===== src/rtl/wb_stage.sv =====
// Write-back stage: commits GPR results, owns the architectural CSR file,
// performs exception entry / ERTN return and drives the pipeline flush.
module wb_stage #(
    parameter int MS_TO_WS_BUS_WD = 167,
    parameter int WS_FWD_BUS_WD   = 39
) (
    input  logic                       clk,
    input  logic                       reset,
    input  logic                       ms_to_ws_valid,
    input  logic [MS_TO_WS_BUS_WD-1:0] ms_to_ws_bus,
    output logic                       ws_allowin,
    output logic                       rf_we,
    output logic [4:0]                 rf_waddr,
    output logic [31:0]                rf_wdata,
    output logic [WS_FWD_BUS_WD-1:0]   ws_fwd_bus,
    output logic                       ws_flush_pipe,
    output logic [31:0]                ws_flush_target,
    output logic [31:0]                debug_wb_pc,
    output logic [3:0]                 debug_wb_rf_we,
    output logic [4:0]                 debug_wb_rf_wnum,
    output logic [31:0]                debug_wb_rf_wdata
);

    localparam logic [13:0] CSR_CRMD   = 14'h000;
    localparam logic [13:0] CSR_PRMD   = 14'h001;
    localparam logic [13:0] CSR_ESTAT  = 14'h005;
    localparam logic [13:0] CSR_ERA    = 14'h006;
    localparam logic [13:0] CSR_EENTRY = 14'h00C;
    localparam logic [13:0] CSR_SAVE0  = 14'h030;
    localparam logic [13:0] CSR_SAVE1  = 14'h031;
    localparam logic [13:0] CSR_SAVE2  = 14'h032;
    localparam logic [13:0] CSR_SAVE3  = 14'h033;

    logic                       ws_valid;
    logic [MS_TO_WS_BUS_WD-1:0] ms_bus_r;

    logic [8:0]  bus_subecode;
    logic        bus_ex;
    logic        bus_ertn;
    logic [31:0] bus_csr_wvalue;
    logic [5:0]  bus_ecode;
    logic        bus_csr_re;
    logic        bus_csr_we;
    logic [13:0] bus_csr_num;
    logic [31:0] bus_csr_wmask;
    logic        bus_gr_we;
    logic [4:0]  bus_dest;
    logic [31:0] bus_result;
    logic [31:0] bus_pc;

    // CSR state
    logic        crmd_da;
    logic        crmd_ie;
    logic [1:0]  crmd_plv;
    logic        prmd_pie;
    logic [1:0]  prmd_pplv;
    logic [1:0]  estat_is;
    logic [5:0]  estat_ecode;
    logic [8:0]  estat_esubcode;
    logic [31:0] era;
    logic [25:0] eentry_va;
    logic [31:0] save0;
    logic [31:0] save1;
    logic [31:0] save2;
    logic [31:0] save3;

    logic        ex_commit;
    logic        ertn_commit;
    logic        csr_wr;
    logic [31:0] csr_rvalue;
    logic [31:0] final_data;
    logic [31:0] save_new;
    logic [3:0]  crmd_new;
    logic [2:0]  prmd_new;
    logic [1:0]  estat_new;
    logic [31:0] era_new;
    logic [25:0] eentry_new;

    // The stage never stalls, so it always accepts what memory offers.
    assign ws_allowin = 1'b1;

    // Stage valid tracks the upstream valid every cycle; payload only on valid.
    always_ff @(posedge clk) begin
        if (reset) begin
            ws_valid <= 1'b0;
            ms_bus_r <= '0;
        end else begin
            ws_valid <= ms_to_ws_valid;
            if (ms_to_ws_valid) begin
                ms_bus_r <= ms_to_ws_bus;
            end
        end
    end

    assign {bus_subecode, bus_ex, bus_ertn, bus_csr_wvalue, bus_ecode,
            bus_csr_re, bus_csr_we, bus_csr_num, bus_csr_wmask,
            bus_gr_we, bus_dest, bus_result, bus_pc} = ms_bus_r;

    assign ex_commit   = ws_valid && bus_ex;
    assign ertn_commit = ws_valid && bus_ertn && !ex_commit;
    assign csr_wr      = ws_valid && bus_csr_we && !bus_ex;

    // Combinational CSR read mux; unimplemented numbers read as zero.
    always_comb begin
        csr_rvalue = 32'h0;
        case (bus_csr_num)
            CSR_CRMD:   csr_rvalue = {28'h0, crmd_da, crmd_ie, crmd_plv};
            CSR_PRMD:   csr_rvalue = {29'h0, prmd_pie, prmd_pplv};
            CSR_ESTAT:  csr_rvalue = {1'b0, estat_esubcode, estat_ecode, 14'h0, estat_is};
            CSR_ERA:    csr_rvalue = era;
            CSR_EENTRY: csr_rvalue = {eentry_va, 6'h0};
            CSR_SAVE0:  csr_rvalue = save0;
            CSR_SAVE1:  csr_rvalue = save1;
            CSR_SAVE2:  csr_rvalue = save2;
            CSR_SAVE3:  csr_rvalue = save3;
            default:    csr_rvalue = 32'h0;
        endcase
    end

    // Masked merges of the write value into each register's writable bits.
    assign save_new   = (csr_rvalue & ~bus_csr_wmask) | (bus_csr_wvalue & bus_csr_wmask);
    assign crmd_new   = ({crmd_da, crmd_ie, crmd_plv} & ~bus_csr_wmask[3:0])
                      | (bus_csr_wvalue[3:0] & bus_csr_wmask[3:0]);
    assign prmd_new   = ({prmd_pie, prmd_pplv} & ~bus_csr_wmask[2:0])
                      | (bus_csr_wvalue[2:0] & bus_csr_wmask[2:0]);
    assign estat_new  = (estat_is & ~bus_csr_wmask[1:0])
                      | (bus_csr_wvalue[1:0] & bus_csr_wmask[1:0]);
    assign era_new    = save_new;
    assign eentry_new = (eentry_va & ~bus_csr_wmask[31:6])
                      | (bus_csr_wvalue[31:6] & bus_csr_wmask[31:6]);

    // CRMD: exception drops to kernel with interrupts off, ERTN restores from PRMD.
    always_ff @(posedge clk) begin
        if (reset) begin
            crmd_da  <= 1'b1;
            crmd_ie  <= 1'b0;
            crmd_plv <= 2'b00;
        end else if (ex_commit) begin
            crmd_plv <= 2'b00;
            crmd_ie  <= 1'b0;
        end else begin
            if (csr_wr && bus_csr_num == CSR_CRMD) begin
                {crmd_da, crmd_ie, crmd_plv} <= crmd_new;
            end
            if (ertn_commit) begin
                crmd_plv <= prmd_pplv;
                crmd_ie  <= prmd_pie;
            end
        end
    end

    // PRMD: snapshot of CRMD privilege and interrupt enable at exception entry.
    always_ff @(posedge clk) begin
        if (reset) begin
            prmd_pie  <= 1'b0;
            prmd_pplv <= 2'b00;
        end else if (ex_commit) begin
            prmd_pplv <= crmd_plv;
            prmd_pie  <= crmd_ie;
        end else if (csr_wr && bus_csr_num == CSR_PRMD) begin
            {prmd_pie, prmd_pplv} <= prmd_new;
        end
    end

    // ESTAT: exception codes come from hardware only; software may set IS bits.
    always_ff @(posedge clk) begin
        if (reset) begin
            estat_is       <= 2'b00;
            estat_ecode    <= 6'h0;
            estat_esubcode <= 9'h0;
        end else if (ex_commit) begin
            estat_ecode    <= bus_ecode;
            estat_esubcode <= bus_subecode;
        end else if (csr_wr && bus_csr_num == CSR_ESTAT) begin
            estat_is <= estat_new;
        end
    end

    // ERA: captures the faulting PC so ERTN can return to it.
    always_ff @(posedge clk) begin
        if (reset) begin
            era <= 32'h0;
        end else if (ex_commit) begin
            era <= bus_pc;
        end else if (csr_wr && bus_csr_num == CSR_ERA) begin
            era <= era_new;
        end
    end

    // EENTRY: software-programmed, 64-byte aligned exception vector.
    always_ff @(posedge clk) begin
        if (reset) begin
            eentry_va <= 26'h0;
        end else if (csr_wr && bus_csr_num == CSR_EENTRY) begin
            eentry_va <= eentry_new;
        end
    end

    // SAVE0-3 scratch registers have no reset value but must not change under reset.
    always_ff @(posedge clk) begin
        if (!reset && csr_wr) begin
            case (bus_csr_num)
                CSR_SAVE0: save0 <= save_new;
                CSR_SAVE1: save1 <= save_new;
                CSR_SAVE2: save2 <= save_new;
                CSR_SAVE3: save3 <= save_new;
                default:   ;
            endcase
        end
    end

    // Commit and forwarding path; a CSR read returns the pre-update value.
    assign final_data = bus_csr_re ? csr_rvalue : bus_result;
    assign rf_we      = ws_valid && bus_gr_we && !bus_ex;
    assign rf_waddr   = bus_dest;
    assign rf_wdata   = final_data;
    assign ws_fwd_bus = {bus_csr_re && ws_valid, ws_valid && bus_gr_we, bus_dest, final_data};

    // Redirect: exception vector has priority, ERTN returns to the old ERA.
    always_comb begin
        ws_flush_pipe   = ex_commit || ertn_commit;
        ws_flush_target = 32'h0;
        if (ex_commit) begin
            ws_flush_target = {eentry_va, 6'h0};
        end else if (ertn_commit) begin
            ws_flush_target = era;
        end
    end

    assign debug_wb_pc       = bus_pc;
    assign debug_wb_rf_we    = {4{rf_we}};
    assign debug_wb_rf_wnum  = rf_waddr;
    assign debug_wb_rf_wdata = rf_wdata;

endmodule


===== config.mk =====
export PLATFORM = sky130hd
export DESIGN_NAME = wb_stage
export DESIGN_NICKNAME = d
export VERILOG_FILES = /design/src/rtl/wb_stage.sv
export SDC_FILE = /design/constraint.sdc
export NUM_CORES = 1
export LEC_CHECK = 0
export ABC_AREA = 1
export BUFFER_PORTS_ARGS = -buffer_cell sky130_fd_sc_hd__clkbuf_2
export CELL_PAD_IN_SITES_DETAIL_PLACEMENT = 1
export CELL_PAD_IN_SITES_GLOBAL_PLACEMENT = 2
export CORE_ASPECT_RATIO = 0.8
export CORE_MARGIN = 2
export CORE_UTILIZATION = 34
export CTS_CLUSTER_DIAMETER = 40
export DETAILED_ROUTE_END_ITERATION = 10
export GPL_TIMING_DRIVEN = 0
export PLACE_DENSITY_LB_ADDON = 0.1
export SKIP_CTS_REPAIR_TIMING = 1
export SLEW_MARGIN = 25
export SYNTH_ARGS = -nofsm -noshare
export SYNTH_HDL_FRONTEND = slang
export SYNTH_SLANG_ARGS = --single-unit

===== constraint.sdc =====
create_clock -name clk -period 7.3 [get_ports clk]
set_input_delay 1.095 -clock clk [delete_from_list [all_inputs] [get_ports clk]]
set_output_delay 1.095 -clock clk [all_outputs]
set_load 0.01 [all_outputs]

After elaboration in Yosys (flattened, before gate mapping)
Index checks and enable logic that the tools add are counted.
Cells by class
  reduce and logical (&&, ||, !) cells: 29
  multiplexer cells: 14
  equal/unequal tests: 8
  bitwise logic cells: 21
Operators by type and width (count)
  $pmux W32 S9: 1
  $mux W32: 5
  $and A32 B32 Y32: 2
  $eq A14 B6 Y1 const B: 4
  $and A26 B26 Y26: 2
  $not A32 Y32: 1
  $or A32 B32 Y32: 1
  $eq A14 B3 Y1 const B: 2
  $not A26 Y26: 1
  $or A26 B26 Y26: 1
  $eq A14 B1 Y1 const B: 1
  $eq A14 B4 Y1 const B: 1
  $logic_and A1 B1 Y1: 14
  $logic_not A14 Y1: 1
  $reduce_and A2 Y1: 6
  $and A4 B4 Y4: 2
  $mux W2: 4
  $and A3 B3 Y3: 2
  $reduce_bool A2 Y1: 3
  $and A2 B2 Y2: 2
  $mux W1: 4
  $not A4 Y4: 1
  $or A4 B4 Y4: 1
  $logic_not A1 Y1: 3
  7 further kinds: 7
Storage, ports and cells
  logic and storage cells: 88
  input bits: 170
  register bits: 378
  output and inout port bits: 184

Longest topological paths before layout
  word-level depth: 6
  depth in mapped cells: 13
  mapped depth without buffers: 12

Least setup slack after synthesis
OpenSTA, ideal clock, no wires.
  kind: input -> register
  start point: in reset
  end point: reg save3[0], enable pin
  data required time: 6.879 ns
  buffers on the path: 2
  data arrival time: 3.117 ns
  setup time: 0.421 ns
  slack: 3.762 ns
  stages: 5
  path through: clkbuf_1 > clkinv_1 > clkbuf_1 > nand2_1 > nor2_1
On the way
  longest elaborated chain between the ends: 3
RTL lines
  start: declaration: line 8  | input logic reset,
  $logic_not A1 Y1: line 201  | if (!reset && csr_wr) begin
  $logic_and A1 B1 Y1: line 201
  $reduce_and A2 Y1 (no line)
  end signal: assignment: line 206  | CSR_SAVE3: save3 <= save_new;
  end: declaration: line 65  | logic [31:0] save3;
Every way passes these cells.
A chain may end at the register's enable or synchronous reset.

Final worst setup path
  start point: reg ws_valid
  end point: out ws_flush_target[30]
On the way
  longest elaborated chain between the ends: 5
  elaborated cells between the ends (all ways): 6
  classes of those cells: mux (2); reduce/logical (4)
RTL lines
  start: declaration: line 34  | logic ws_valid;
  start signal: assignment: line 88  | ws_valid <= ms_to_ws_valid;
  $logic_and A1 B1 Y1: line 99  | assign ex_commit = ws_valid && bus_ex;
  $logic_not A1 Y1: line 100  | assign ertn_commit = ws_valid && bus_ertn && !ex_commit;
  $logic_and A1 B1 Y1: line 100
  $mux W32: line 225  | end else if (ertn_commit) begin
  $mux W32 *: line 223  | if (ex_commit) begin
  end: declaration: line 17  | output logic [31:0] ws_flush_target,
Every way passes the cells marked *; elsewhere a longest branch is shown, timed or not.

==> metrics.csv <==
stage,metric,value,unit
status,outcome,completed,
synthesis,async_flop_share,0,
clocking,numCtsBuffers,60,
synthesis,yosysSeqAreaShare,0.520,
placement,dp_hpwl,53900,um
critical_path,crit_slowest_cell,o21ai_0,
clocking,clk_latency,620,ps
sta,final-setup-viol-count,0,
grt,overflow,0,
synthesis,synth.area.top_cells,"dfxtp_1, edfxtp_1, nor2_1",
sta,tightest_slew,1090,ps
die,die_w,254,um
synthesis,synth-edff-count,128,
clocking,cts_sinks,378,
die,rows,73,
sta,drv_slew,0,
critical_path,arrival,3780,ps
pwr,vdd_drop_max,179,uV
clocking,clk_path_buf_depth,3,
synthesis,syn_area_per_cell,8.10,um^2
critical_path,criticalPathCategory,register to output port,
critical_path,cpMostUsedCell,inv_1,
die,fp.dieH,204,um
synthesis,yosys_register_bits,378,
synthesis,syn_nets,2270,
sta,hold_viol,0,
synthesis,netlist.area_leader.share,0.294,
final_layout,drive_gt1_frac,0.248,
final_layout,area_growth,28.9,%
critical_path,cp-start-kind,register,
die,die_area,51900,um^2
pwr,p_leak,0.00941,uW
clocking,tritoncts,done,
synthesis,synth_commonest_cells,"nor2_1, o21ai_0, dfxtp_1",
die,start_util,0.343,
sta,rsz0062_at_grt,no,
critical_path,crit_path_end_kind,output port,
die,core,49600,um^2
synthesis,synth.distinct_cells,34,
synthesis,netlist_instances,2100,
critical_path,crit_chain,"inv_1, nor3_1, inv_1, clkbuf_1, o21ai_0, clkbuf_2",
grt,grt_pass1_vias,16900,
routing,routed_wirelength,73600,um
run,drv_cap,0,
final_layout,design_area,21900,um^2
sta,max_freq,0.205,GHz
critical_path,crit_path_max_incr_delay,750,ps
sta,skew,14.8,ps
routing,detailedRoute.firstPassIterationCount,5,
routing,detail-route-antenna-nets,0,
final_layout,nNetsFinal,2687,
sta,maxSlewHeadroom,0.272,
routing,via_count,16500,
sta,tns,0,ps
clocking,h-tree-depth,2,
critical_path,crit_fanout,10,
routing,drc,0,
pwr,p_per_area,274,nW/um^2
placement,gp_congestion,0.872,
routing,drt_iter0_drc,1174,
clocking,clk_pin_slew,60,ps
placement,dpl_cell_area,19800,um^2
min_path,hold_path.class,register to register,
placement,port_buffers,350,
grt,grt_usage,0.281,
synthesis,synth_area_leader_cell,dfxtp_1,
synthesis,synthesis.area,17000,um^2
grt,antenna_found_initial,2,
pwr,total_power,6010,uW
sta,post-route-period-util,0.668,
grt,grt_start_max_net_pins,19,
die,ios,354,
synthesis,ys_warn_count,0,
routing,avgViaCountPerCell,5.09,
sta,period_minus_slack,4880,ps
critical_path,crit_family,buffers and inverters,
synthesis,synth_most_common_cell,nor2_1,
routing,wl_per_cell,22.7,um
critical_path,crit_buf_inv,4,
clocking,clockRootBuffer,clkbuf_16,
synthesis,synthFlopType,dfxtp_1,
critical_path,cp.required,6200,ps
grt,grt_pass1_wl,107000,um
[kinds of logic after synthesis]
| logic type | synth area share |
|---|---|
| and+or+nand+nor | 0.179 |
| AOI/OAI and AO/OA | 0.165 |
| other | 0.000220 |
| DFF | 0.520 |
| buffers and inverters | 0.136 |
[area by class of cell]
cell class                      count  area, um^2
Sequential cell                   378        8850
Fill cell                        6020       27700
Clock buffer                       73        1620
Inverter                          236         886
Buffer                            238        1420
Multi-Input combinational cell   1248        5890
Timing Repair Buffer              355        1880
Tap cell                          675         845
Antenna cell                        2        5.00
Clock inverter                     41         541
[worst paths after layout]
check | startpoint | to | slack [ps] | cells after the start
hold reg to reg | register | register | 450 | 2
hold / removal | register | register | 450 | 2
setup / recovery | ws_valid$_SDFF_PP0_ | ws_flush_target[30] | 2420 | 6
setup reg to reg | ws_valid$_SDFF_PP0_ | save3[12]$_DFFE_PP_ | 4090 | 5
[state kept, by name, summed over array words and instances, names as in the netlist, named ones only]
name,count
save2,32
estat_esubcode,9
save0,32
ms_bus_r,167
era,32
save3,32
estat_ecode,6
ws_valid,1
save1,32
[routing by layer]
metal  part of all wire  vias up  track usage
met5                  0        -            0
met4              0.029        0       0.0937
met3              0.076      112       0.0587
met2               0.46      556        0.449
met1               0.44     8119        0.380
li1                   -     7739            -
[worst register-to-register path, delay by kind of cell, from the launching register on]
kind	cells	cell delay, ps
buf+inv	2	460
flops	1	610
simple gates	3	1840
[cells in the final DEF (no fill, tap or decap), drive strengths merged]
cell | synthesis | final
bufinv | 0 | 12
nand3 | 188 | 188
edfxtp | 128 | 128
nor2 | 376 | 376
dfxtp | 250 | 250
clkinv | 2 | 21
nand2 | 144 | 144
a211oi | 26 | 26
or2 | 2 | 2
a31oi | 56 | 56
a21oi | 138 | 138
nand4 | 1 | 1
diode | 0 | 2
inv | 234 | 237
and2 | 4 | 4
buf | 159 | 164
o21ai | 273 | 273
conb | 1 | 1
clkinvlp | 0 | 7
nor3 | 6 | 6
and3 | 1 | 1
o22ai | 32 | 32
clkbuf | 79 | 502
[power breakdown]
| part | internal, uW | switching (uW) | total, uW | leakage, uW |
|---|---|---|---|---|
| combinational | 235 | 398 | 633 | 0.00516 |
| sequential | 2250 | 44.5 | 2300 | 0.00321 |
| clock | 2000 | 1080 | 3080 | 0.00104 |
| total | 4490 | 1530 | 6010 | 0.00941 |
[stage by stage]
stage / utilization / instances / worst slack, ps / hold slack [ps]
2_1_floorplan: - / 2100 / 3760 / 424
3_3_place_gp: 0.395 / 3125 / 1460 / 443
3_5_place_dp: 0.399 / 3130 / 3220 / 442
4_1_cts: 0.442 / 3244 / 2570 / 451
5_1_grt: 0.442 / 3244 / 2340 / 488
6_report: 0.442 / 3246 / 2420 / 451
Note: power is estimated with default switching activity, not from simulation.
